## config.mk

```make
export PLATFORM = sky130hd
export DESIGN_NAME = voter_if
export DESIGN_NICKNAME = d
export VERILOG_FILES = /design/src/rtl/voter_pkg.sv /design/src/rtl/voter_popcount4.sv /design/src/rtl/voter_if.sv
export SDC_FILE = /design/constraint.sdc
export NUM_CORES = 1
export LEC_CHECK = 0
export ABC_AREA = 1
export CAP_MARGIN = 20
export CORE_AREA = 8 8 45 47
export DETAILED_ROUTE_END_ITERATION = 8
export DIE_AREA = 0 0 53 55
export SYNTH_ARGS = -nofsm -noshare
export SYNTH_HDL_FRONTEND = slang
export SYNTH_SLANG_ARGS = --single-unit
```

## constraint.sdc

```tcl
create_clock -name clk -period 0.8 [get_ports clk]
set_clock_uncertainty 0.05 [all_clocks]
set_input_delay 0.24 -clock clk [delete_from_list [all_inputs] [get_ports clk]]
set_output_delay 0.24 -clock clk [all_outputs]
set_load 0.05 [all_outputs]
```

## src/rtl/voter_pkg.sv

```systemverilog
// Shared constants for the four-member majority voter.
// It holds the vote thresholds, the result bit positions and the one-hot result codes.
package voter_pkg;

    localparam int N_VOTERS = 4;
    localparam int PASS_MIN = 3;
    localparam int TIE_CNT  = 2;

    // Bit positions on the O[3:1] result bus.
    localparam int O_PASS = 3;
    localparam int O_TIE  = 2;
    localparam int O_FAIL = 1;

    localparam logic [3:1] RES_NONE = 3'b000;
    localparam logic [3:1] RES_PASS = 3'b100;
    localparam logic [3:1] RES_TIE  = 3'b010;
    localparam logic [3:1] RES_FAIL = 3'b001;

endpackage

```

## src/rtl/voter_popcount4.sv

```systemverilog
// Counts the YES ballots among four independent 1-bit votes.
// The result is in the range 0..4, and the logic is purely combinational.
module voter_popcount4
    import voter_pkg::*;
(
    input  logic [N_VOTERS-1:0] ballots_i,
    output logic [2:0]          cnt_o
);

    assign cnt_o = {2'b00, ballots_i[0]} + {2'b00, ballots_i[1]}
                 + {2'b00, ballots_i[2]} + {2'b00, ballots_i[3]};

endmodule

```

## src/rtl/voter_if.sv

```systemverilog
// Four-member majority voter.
// It drives a registered one-hot PASS/TIE/FAIL result, with exactly one cycle of latency from the ballots.
module voter_if
    import voter_pkg::*;
(
    input  logic       clk,
    input  logic       rst,
    input  logic [3:0] I,
    output logic [3:1] O
);

    logic [2:0] yes_cnt;
    logic [3:1] result_d;
    logic [3:1] result_q;

    voter_popcount4 u_popcount (
        .ballots_i (I),
        .cnt_o     (yes_cnt)
    );

    always_comb begin
        result_d = RES_FAIL;
        if (yes_cnt >= 3'(PASS_MIN)) begin
            result_d = RES_PASS;
        end else if (yes_cnt == 3'(TIE_CNT)) begin
            result_d = RES_TIE;
        end
    end

    // All-zero means "no decision yet"; it is only seen from reset up to the first edge after release.
    always_ff @(posedge clk or posedge rst) begin
        if (rst) begin
            result_q <= RES_NONE;
        end else begin
            result_q <= result_d;
        end
    end

    assign O = result_q;

endmodule

```

==> results by group <==
Drt
  – DR iter-0 viols: 0
  – Vias: 145
  – Post-route ant nets: 0
  – Pre-Repair DR Iteration Count: 1
  – Routed len/inst: slightly below 8 um
  – Final wirelength: 369 um
  – DR DRC count: 0
  – Number of vias per cell: 3.09

Clock network
  – Clock-pin transition on the worst setup and hold timing paths: 40 ps
  – CTS tree: yes
  – # hold bufs at CTS: 0
  – Clock buffer depth: 2
  – # clock sinks: 3
  – CTS Buf Count: 3
  – Clk root buf: clkbuf_4
  – H-tree Lvls: 1

Global routing
  – Tot GR Track Use: roughly 3.4%
  – Vias in the first global route: 196
  – Initial antenna violation count: 0
  – First-pass GRT wire length: 655 um
  – Global route overflow: 0
  – Pin count of the biggest net entering global routing: 4

Finish
  – Area Overhead vs Synth: 105%
  – Most frequent cells in the layout: inv_1 (6), clkbuf_4 (3), buf_12 (3)
  – Layout Utilization: 26.7%
  – Nets: 42
  – ANT cells: 0
  – Share of layout cells above drive strength 1: 54.8%
  – # fillers: ~150
  – Max reg flops: 3
  – Leading cell type in the layout, fill and taps excluded: inv_1

STA
  – Final WS setup: -485 ps
  – RSZ-0062 raised after global routing: yes
  – Post-layout min period: 1280 ps
  – Worst-Margin Slew: ~120 ps
  – Setup_tns: -1990 ps
  – Fmax: approximately 0.8 GHz
  – Slew headroom: about 92%
  – Final period util: 161%
  – Setup violators final: 6
  – Slew Viols, Final: 0
  – Hold Fails Final Rpt: 0

Synthesis
  – Area contributors post-synth: dfrtp_1 (42%), ha_1 (21%), inv_1 (17%)
  – Post-synthesis sequential area ratio: about two fifths
  – Mapped Area: 180 um2
  – Cells after Synth: 19
  – Mapped Avg Cell Area: 9.48 um2
  – Synth Net Count: 29
  – Cell taking the most area after synthesis: dfrtp_1
  – Ys Warns: 0
  – Top cell type's share of synthesized area: a little over two fifths
  – Unique masters post-synth: 6
  – #FFs+latches synth: 3

Place
  – IO buf count: 8
  – Place WS: -1120 ps
  – Hpwl dp: between 300 and 400 um
  – Final Wtd Congestion: about 0.63

Worst hold path
  – HP Class: in -> async

Flow run
  – Max-Cap Viols: 0

Floorplan
  – Starting Density: 13.0%
  – Die X: around 53 um
  – IO Pins: 9
  – DIE AREA: 2920 um2
  – Row count: 14
  – Core area: around 1400 um2
  – Die H: 55 um

Power
  – Lkg Pwr: 0.180 nW
  – Peak supply drop: 465 uV
  – Overall power: 768 uW
  – Power Density: 2080 nW/um2

Setup path
  – CP Launch Type: primary input
  – Data arrival, critical path: 1390 ps
  – Element type at the critical path end: flop
  – Crit Path Max Fanout: 2
  – Data required time of the critical path: 910 ps
  – Critical path type: in -> reg

Status
  – Outcome: finished with violations
  – Failing checks: setup timing
-- final timing paths --
path | from | to | slack (ps)
max | I[0] | O[2]$_DFF_PP0_ | -480
min in group clk | I[0] | O[1]$_DFF_PP0_ | 380
max in group asynchronous | rst | O[2]$_DFF_PP0_ | 430
min | rst | O[3]$_DFF_PP0_ | 130
-- report_power, final --
part	switching [mW]	leakage [nW]	internal, mW
sequential	0.0187	0.0352	0.179
combinational	0.150	0.130	0.155
clock	0.0781	0.0150	0.187
-- layout make-up --
| type | count | area, um2 | share of cell area [%] |
|---|---|---|---|
| Clock buffer | 4 | 26.3 | 7.12 |
| Tap cell | 16 | 20.0 | 5.42 |
| Multi-Input combinational cell | 8 | 105 | 28.5 |
| Inverter | 8 | 30.0 | 8.14 |
| Sequential cell | 3 | 77.6 | 21.0 |
| Timing Repair Buffer | 8 | 110 | 29.8 |
-- cell usage after synthesis --
cell type and number:
fa_1 1, ha_1 3, dfrtp_1 3, nor2_2 1, nand2_1 3, inv_1 8
-- metrics by stage --
step                      hold WS [ps]  std cells  instance area, um2
final                              126         47                 369
after global routing               146         47                 369
after CTS                          119         47                 369
after detailed placement           367         43                 343
after global placement             367         43                 343
after floorplan                  -56.5         19                 213
-- timing repair --
| action | in CTS | in global routing |
|---|---|---|
| resized for setup | 13 | 0 |
| pin swaps | 4 | 0 |
| setup buffers | 0 | 0 |
| setup endpoints to repair | 6 | 6 |
-- logic make-up (layout without fill, tap and decap cells) --
family                     Yosys count  count (layout)  synth area share (%)
adders and majority gates            4               4                  31.9
and+or+nand+nor                      4               4                  9.72
buffers and inverters                8              20                  16.7
DFF                                  3               3                  41.7
-- critical path, stage by stage --
cell and delay [ps]:
buf_6 100, ha_4 250, inv_2 30, fa_2 360
ha_4 290, nand2_2 40, nor2_2 90
-- layer usage --
layer,track usage [%],vias to the layer above,share of wire (%)
met2,5.86,7,56
met1,2.14,64,26
met5,0,-,0
met4,5.17,0,0
met3,1.87,0,18
li1,-,74,-
No activity file was read; power rests on OpenSTA's default activity.
==> variant, RTL diff (same flow settings) <==
Reset style: synchronous (`rst`), changed in one clocked block.
--- a/src/rtl/voter_if.sv
+++ b/src/rtl/voter_if.sv
@@ -29,5 +29,5 @@
 
     // All-zero means "no decision yet"; it is only seen from reset up to the first edge after release.
-    always_ff @(posedge clk or posedge rst) begin
+    always_ff @(posedge clk) begin
         if (rst) begin
             result_q <= RES_NONE;
Formal check against the unedited RTL: differs if rst is asserted again (counterexample within 4 cycles, from zero or initial values and one cycle with rst high); with rst held inactive, the same outputs for 10 cycles.
==> variant against the original RTL <==
The run still ends with setup timing left. Design area grew 12%. Fmax shrank 4.4%. Power is 1.5% higher. Combinational power grew 8.2%. Routed wire length increased by 9.8%. Count of clock-buffer cells in the layout did not move. Area after synthesis is 10% higher. Worst setup slack lost 59 ps. Non-clock buffer count up 1. Sequential cell count is the same. First-iteration DRC count unchanged. Critical path type unchanged. Critical endpoint is now O[2]. Largest cell class is now multi-input combinational cells.
==> variant: results (changes against the original RTL) <==
| Metric | Value |
|---|---|
| Status | `complete, but fails checks (unchanged)` |
| Failing checks | `setup timing (unchanged)` |
| Crit path launch | `I[1] (was I[0])` |
| Seq/Total Area, Yosys | `30.2% (was 41.7%)` |
| Wire per inst | `7.64 um (was 7.85 um)` |
| M1 wire length | `179 um (was 95 um)` |
| Global Route Usage Sum | `3.56% (was 3.45%)` |
| Pleak | `0.000193 uW (was 0.000180 uW)` |
| Max VDD drop | `0.000616 V (was 0.000465 V)` |
| Vias | `184 (was 145)` |
| Setup TNS | `-2110 ps (was -1990 ps)` |
| Hold Crit Class | `in2reg (was in2async)` |
| Met3 Use GR | `2.41% (was 1.87%)` |
| Ranking of synthesized cells by area | `dfxtp_1, ha_1, inv_1 (was dfrtp_1, ha_1, inv_1)` |
| Slew @ Worst Pin | `111 ps (was 117 ps)` |
| Grt met1 use | `3.66% (was 2.14%)` |
| Worst EP arrival | `1420 ps (was 1390 ps)` |
| Pins Over Slew Limit | `0 (unchanged)` |
| Post-synthesis cell type count | `10 (was 6)` |
| Share of cells above drive strength 1 | `67.6% (was 54.8%)` |
| Synthesized net count | `34 (was 29)` |
| Placer Congestion | `0.579 (was 0.630)` |
| WL met3 | `42 um (was 66 um)` |
| GR met2 Demand/Resource | `4.49% (was 5.86%)` |
| CP top delay family | `adder cells (unchanged)` |
| Port Buffers | `8 (unchanged)` |
| Max layer used | `met3 (unchanged)` |
| CP max stage delay | `330 ps (was 360 ps)` |
| Synth cell count leaders | `inv_1, dfxtp_1, ha_1 (was inv_1, dfrtp_1, ha_1, nand2_1)` |
| Final worst slack | `-544 ps (was -485 ps)` |
| DR WL met2 | `183 um (was 207 um)` |
| Ys async rst share | `0% (was 100%)` |
| Vias in the first global route | `205 (was 196)` |
| Final setup vio count | `6 (unchanged)` |
| Final nets | `48 (was 42)` |
| First-pass GRT wire length | `724 um (was 655 um)` |
| # diodes | `0 (unchanged)` |
| Place WS | `-1160 ps (was -1120 ps)` |
[variant: cell count changes after synthesis]
cell	unedited run	this run
dfrtp_1	3	0
dfxtp_1	0	3
nand2_1	3	0
inv_2	0	2
nand3_2	0	2
nor2_1	0	2
a21oi_1	0	1
nand4_1	0	1
nor2_2	1	0
nor3_1	0	1
[variant: worst paths after layout]
| kind | end | cells past startpoint |
|---|---|---|
| worst max-delay path | O[2] | 10 |
| worst min-delay path | O[2] | 6 |
[variant: area by class of cell]
| class | count | area [um^2] |
|---|---|---|
| Clock buffer | 4 | 26.3 |
| Fill cell | 155 | 970 |
| Inverter | 10 | 40.0 |
| Multi-Input combinational cell | 11 | 148 |
| Sequential cell | 3 | 62.6 |
| Tap cell | 16 | 20.0 |
| Timing Repair Buffer | 9 | 118 |
[variant: stage by stage]
stage	power (uW)	hold WS, ps	instances	cell area [um^2]
2_1_floorplan	361	252	24	234
3_5_place_dp	490	635	48	364
5_1_grt	837	501	53	414
3_3_place_gp	488	633	48	364
4_1_cts	762	440	52	390
6_report	779	487	53	414
[variant: cell families after synthesis]
family                     count (synthesis)  synth area share (%)
buffers and inverters                     10                  18.9
and+or+nand+nor                            6                  19.5
adders and majority gates                  4                  28.9
DFF                                        3                  30.2
AOI/OAI and AO/OA                          1                  2.51
[variant: report_power, final]
group	leakage, uW	internal (uW)	switching (uW)	total, uW
Sequential	0.0000254	173	14.1	187
Combinational	0.000153	164	165	330
Clock	0.0000150	187	75.9	263
Total	0.000193	524	255	779
[variant: repair_timing]
item / in CTS / in global routing
hold endpoints to repair: 0 / 0
resized for setup: 12 / 5
pin swaps: 5 / 6
setup endpoints to repair: 6 / 6
setup buffers: 0 / 1
